`config.mk`:
```
export PLATFORM = sky130hd
export DESIGN_NAME = wb_regfile
export DESIGN_NICKNAME = d
export VERILOG_FILES = /design/src/rtl/rv32_pkg.sv /design/src/rtl/wb_load_align.sv /design/src/rtl/wb_regfile.sv
export SDC_FILE = /design/constraint.sdc
export NUM_CORES = 2
export LEC_CHECK = 0
export BUFFER_PORTS_ARGS = -buffer_cell sky130_fd_sc_hd__buf_2
export CAP_MARGIN = 20
export CORE_UTILIZATION = 35
export CTS_CLUSTER_SIZE = 24
export DETAILED_ROUTE_END_ITERATION = 8
export HOLD_SLACK_MARGIN = 0.06
export SLEW_MARGIN = 40
export SYNTH_ARGS = -nofsm -noshare
export SYNTH_HDL_FRONTEND = slang
export SYNTH_SLANG_ARGS = --single-unit
```
`constraint.sdc`:
```
create_clock -name clk -period 3.25 [get_ports clk]
set_clock_uncertainty 0.1 [all_clocks]
set_input_delay 0.65 -clock clk [delete_from_list [all_inputs] [get_ports clk]]
set_output_delay 0.65 -clock clk [all_outputs]
set_load 0.01 [all_outputs]
```
`src/rtl/rv32_pkg.sv`:
```
// Shared RV32 constants: datapath width, result-source
// encodings and load funct3 codes.
package rv32_pkg;

    localparam int XLEN = 32;

    localparam logic [1:0] RES_ALU = 2'b00;
    localparam logic [1:0] RES_MEM = 2'b01;
    localparam logic [1:0] RES_PC4 = 2'b10;

    localparam logic [2:0] F3_LB  = 3'b000;
    localparam logic [2:0] F3_LH  = 3'b001;
    localparam logic [2:0] F3_LW  = 3'b010;
    localparam logic [2:0] F3_LBU = 3'b100;
    localparam logic [2:0] F3_LHU = 3'b101;

endpackage

```
`src/rtl/wb_load_align.sv`:
```
// Load data alignment: picks the addressed byte/halfword
// from the raw memory word and sign- or zero-extends it.
module wb_load_align
    import rv32_pkg::*;
#(
    parameter int XLEN = rv32_pkg::XLEN
) (
    input  logic [XLEN-1:0] read_data,
    input  logic [2:0]      funct3,
    input  logic [1:0]      addr_lo,
    output logic [XLEN-1:0] data
);

    logic [7:0]  byte_v;
    logic [15:0] half_v;

    assign byte_v = read_data[{addr_lo, 3'b000} +: 8];
    assign half_v = addr_lo[1] ? read_data[31:16]
                               : read_data[15:0];

    always_comb begin
        data = read_data;
        unique case (1'b1)
            funct3 == F3_LB:
                data = {{(XLEN-8){byte_v[7]}}, byte_v};
            funct3 == F3_LBU:
                data = {{(XLEN-8){1'b0}}, byte_v};
            funct3 == F3_LH:
                data = {{(XLEN-16){half_v[15]}}, half_v};
            funct3 == F3_LHU:
                data = {{(XLEN-16){1'b0}}, half_v};
            funct3 == F3_LW:
                data = read_data;
            default:
                data = read_data;
        endcase
    end

endmodule

```
`src/rtl/wb_regfile.sv`:
```
// Write-back stage: result select, integer register file with
// write-through decode reads, and retired-instruction counter.
module wb_regfile
    import rv32_pkg::*;
#(
    parameter int XLEN      = rv32_pkg::XLEN,
    parameter int NREGS     = 32,
    parameter int BYPASS    = 1,
    parameter int INSTRET_W = 64
) (
    input  logic                 clk,
    input  logic                 reset_n,
    input  logic                 valid_w,
    input  logic                 regwrite_w,
    input  logic [1:0]           result_src_w,
    input  logic [2:0]           load_funct3_w,
    input  logic [1:0]           addr_lo_w,
    input  logic [XLEN-1:0]      read_data_w,
    input  logic [XLEN-1:0]      alu_result_w,
    input  logic [4:0]           rd_w,
    input  logic [XLEN-1:0]      pc_plus4_w,
    input  logic [4:0]           rs1_d,
    input  logic [4:0]           rs2_d,
    output logic [XLEN-1:0]      rd1_d,
    output logic [XLEN-1:0]      rd2_d,
    output logic                 wb_en,
    output logic [4:0]           wb_rd,
    output logic [XLEN-1:0]      wb_data,
    output logic [INSTRET_W-1:0] instret
);

    logic [XLEN-1:0] regs [NREGS];
    logic [XLEN-1:0] load_data;
    logic            hit1;
    logic            hit2;

    wb_load_align #(
        .XLEN(XLEN)
    ) u_align (
        .read_data(read_data_w),
        .funct3   (load_funct3_w),
        .addr_lo  (addr_lo_w),
        .data     (load_data)
    );

    // Reserved encoding falls back to the ALU result.
    always_comb begin
        wb_data = alu_result_w;
        unique case (1'b1)
            result_src_w == RES_ALU: wb_data = alu_result_w;
            result_src_w == RES_MEM: wb_data = load_data;
            result_src_w == RES_PC4: wb_data = pc_plus4_w;
            default:                 wb_data = alu_result_w;
        endcase
    end

    assign wb_en = valid_w & regwrite_w & (rd_w != 5'd0);
    assign wb_rd = rd_w;

    always_ff @(posedge clk or negedge reset_n) begin
        if (!reset_n) begin
            for (int i = 0; i < NREGS; i++) begin
                regs[i] <= '0;
            end
        end else if (wb_en) begin
            regs[rd_w] <= wb_data;
        end
    end

    assign hit1 = (BYPASS != 0) && wb_en && (rs1_d == rd_w);
    assign hit2 = (BYPASS != 0) && wb_en && (rs2_d == rd_w);

    assign rd1_d = (rs1_d == 5'd0) ? '0 :
                   hit1 ? wb_data : regs[rs1_d];
    assign rd2_d = (rs2_d == 5'd0) ? '0 :
                   hit2 ? wb_data : regs[rs2_d];

    always_ff @(posedge clk or negedge reset_n) begin
        if (!reset_n) begin
            instret <= '0;
        end else if (valid_w) begin
            instret <= instret + INSTRET_W'(1);
        end
    end

endmodule

```
==> results.md <==
- Status: finished, violations left
- Failing checks: setup timing
- Die ar.: 0.164 mm^2
- Pre-antenna DRT Iters: 6
- Average wire per standard cell: 27.5 um
- Die height: 405 um
- Final worst-path setup slack: -0.288 ns
- Leak pwr: 32.8 nW
- Core ar.: 0.161 mm^2
- Final HPWL DP: 149 mm
- Routed vias/inst: 5.94
- Layout area overhead: 33.2%
- Endpoints failing hold: 0
- Worst Hold Class: in -> reg
- Yosys warning count: 0
- Slowest CP cell: a211oi_4
- CTS tree: built
- CP dominant cell by count: buf_16
- Distinct cells, synth: 62
- Gate Count Post-Synth: 5223
- Average cell area after synthesis: 10.9 um^2
- Place WS: -0.760 ns
- Global Route Usage Sum: 0.272
- Pins Over Slew Limit: 0
- RSZ-0062 raised after global routing: yes
- Clock-pin slew on the worst setup and hold paths: 0.06 ns
- Largest net degree at the start of global routing: 114
- DRC: 0
- Setup CP Type: in -> out
- First-pass GRT wire length: 328 mm
- Layout net count: 6052
- Asr flop ratio synth: 1.00
- Power Internal: 27.6 mW
- Port buffer count: 287
- Fmax: 0.283 GHz
- Flop pwr share: 0.418
- Maximum vdd ir drop: 0.453 mV
- Synth Register Bits: 1088
- Vias in the first global route: 48.0k
- PD cells: 512 mW/mm^2
- CP peak stage delay: 0.47 ns
- H-tree Lvls: 3
- Post-synth EDFFs: 0
- Setup violators final: 85
- TritonCTS Buffers: 112
- Num ports: 288
- Antenna violations before repair: 13
- CP Max Fanout: 8
- Placed cell area: 0.0661 mm^2
- Post-Route WL: 225 mm
- Antenna viol nets, final: 0
- Final TNS setup: -12.03 ns
- Most common flop cell mapped by yosys: dfrtp_1
- Cell area after synthesis: 0.0569 mm^2
- CP Data Arrival Time: 2.79 ns
- Die W: 405 um
- Max transition margin: 0.473
- Worst setup EP type: primary output
- Register area share after synthesis: 0.478
- Setup crit start kind: input pin
- Skew-Pair Late Insertion Delay: 0.75 ns
- Cell row count: 147
- Root Driver: clkbuf_16
- Fin crit period: 3.54 ns
- 1st-iter DRT viols: 5594
- Net Sw Frac: 0.290
- Finished Cell Area: 0.0759 mm^2
- Filler Cell Count: 14.4k
- Syn_nets: 5348
- Comb pwr share: 0.214
- Period utilisation layout: 1.09
- Net Switching: 11.3 mW
- Via count: 48.7k
- Final Core Density: 0.471
- Initial Util: 0.353
- Max Cap Viol: 0
- CTS Sinks: 1088
- Crit-path cells: buf_16 -> buf_16 -> buf_16 -> buf_8 -> mux4_2 -> o22ai_2 -> nor3_2 -> buf_4 -> nor3_4 -> a211oi_4 -> buf_2
- Routability cong.: 0.954
- Worst Tran Pin Value: 0.791 ns
- WP data required: 2.50 ns
- Global route overflow: 0
- Clock Path Buffers: 3
- Layout cells sized above 1: 0.377
- Clock share of power: 0.367
==> state kept, by name (all words and copies together), names as in the netlist <==
name     cells
regs      1024
instret     64
==> per-layer routing <==
layer  wire length [um]  vias up  global-route usage
met5                 82        -                   0
met3              23700      566              0.0701
met4              11900       14               0.126
li1                   -    20500                   -
met2             103000     2812               0.416
met1              86700    24800               0.360
==> critical path, delay by kind of cell <==
kind | cells | cell delay (ns)
mux | 1 | 0.33
simple gates | 2 | 0.21
buf+inv | 6 | 0.99
compound gates | 2 | 0.55
==> power groups by stage <==
stage / clock (mW) / combinational [mW] / sequential (mW)
floorplan: 0 / 4.03 / 16.0
global placement: 0 / 6.97 / 16.3
detailed placement: 0 / 7.10 / 16.4
CTS: 14.4 / 8.00 / 16.2
global route: 14.9 / 8.90 / 16.4
finish: 14.3 / 8.33 / 16.3
==> stage by stage <==
stage,power [mW],hold slack [ns],std cells
6_report,38.9,0.249,8185
3_5_place_dp,23.5,0.284,7783
4_1_cts,38.6,0.224,8120
5_1_grt,40.2,0.225,8180
3_3_place_gp,23.3,0.277,7783
2_1_floorplan,20.1,0.254,5223
==> path summary, 6_finish.rpt <==
path,from,end,slack [ns],cells after the start
setup reg to reg,instret[1]$_DFFE_PN0P_,instret[60]$_DFFE_PN0P_,0.91,7
hold / removal,valid_w,instret[0]$_DFFE_PN0P_,0.25,3
max in group asynchronous,reset_n,regs[739]$_DFFE_PN0P_,1.63,3
min in group asynchronous,reset_n,regs[251]$_DFFE_PN0P_,0.32,2
hold reg to reg,regs[1001]$_DFFE_PN0P_,regs[1001]$_DFFE_PN0P_,0.30,0
setup / recovery,rs2_d[0],rd2_d[20],-0.29,11
==> cells by family (layout without fill, tap and decap cells) <==
family,count (synthesis),after routing,synth area share
adders and majority gates,3,3,0.000659
AOI/OAI and AO/OA,1407,1407,0.143
other,0,6,0
buffers and inverters,599,1395,0.0459
xor gates and xnor gates,73,73,0.0112
and+or+nand+nor,1452,1452,0.105
muxes,601,601,0.216
DFF,1088,1088,0.478
==> cells in the mapped netlist (63+ instances only) <==
library cell     n  area share
a22oi_1         96       0.013
nor2_1          82      0.0054
buf_2           71      0.0062
clkbuf_1       416       0.027
o22ai_1         63      0.0069
nor3_1          69      0.0061
mux4_2         500        0.20
mux2i_1         81       0.014
o21ai_0        964       0.085
nand2_1       1110       0.073
dfrtp_1       1088        0.48
a211oi_1        66      0.0087
==> cells in the final DEF, fill, tap and decap left out, types with 40 or more instances in the layout <==
cell,Yosys,layout
a211oi_4,13,53
a22oi_1,96,40
a22oi_2,0,56
buf_12,0,173
buf_2,71,240
buf_4,6,555
buf_6,32,97
clkbuf_16,0,122
dfrtp_1,1088,1088
mux2i_1,81,60
mux4_2,500,500
nand2_1,1110,1077
nor2_1,82,71
o21ai_0,964,955
o21ai_1,48,49
==> cell type report <==
cell class / instances / area, um^2 / share of cell area
repair buffers: 1142 / 11700 / 0.154
multi-input cells: 3536 / 30000 / 0.395
clock buffers: 163 / 3380 / 0.0445
diodes: 6 / 15.0 / 0.000198
inverters: 47 / 223 / 0.00294
flip-flops and latches: 1088 / 27200 / 0.359
well taps: 2160 / 2700 / 0.0356
clock inverters: 43 / 657 / 0.00866
==> what timing repair did <==
item | in CTS | in global routing
gates resized for setup | 532 | 185
hold endpoints to repair | 27 | 0
buffers inserted | 153 | 70
hold buffers | 1 | 0
setup endpoints to repair | 89 | 92
pin swaps | 190 | 129
cloned | 17 | 6
Power figures use the tool's default switching activity.
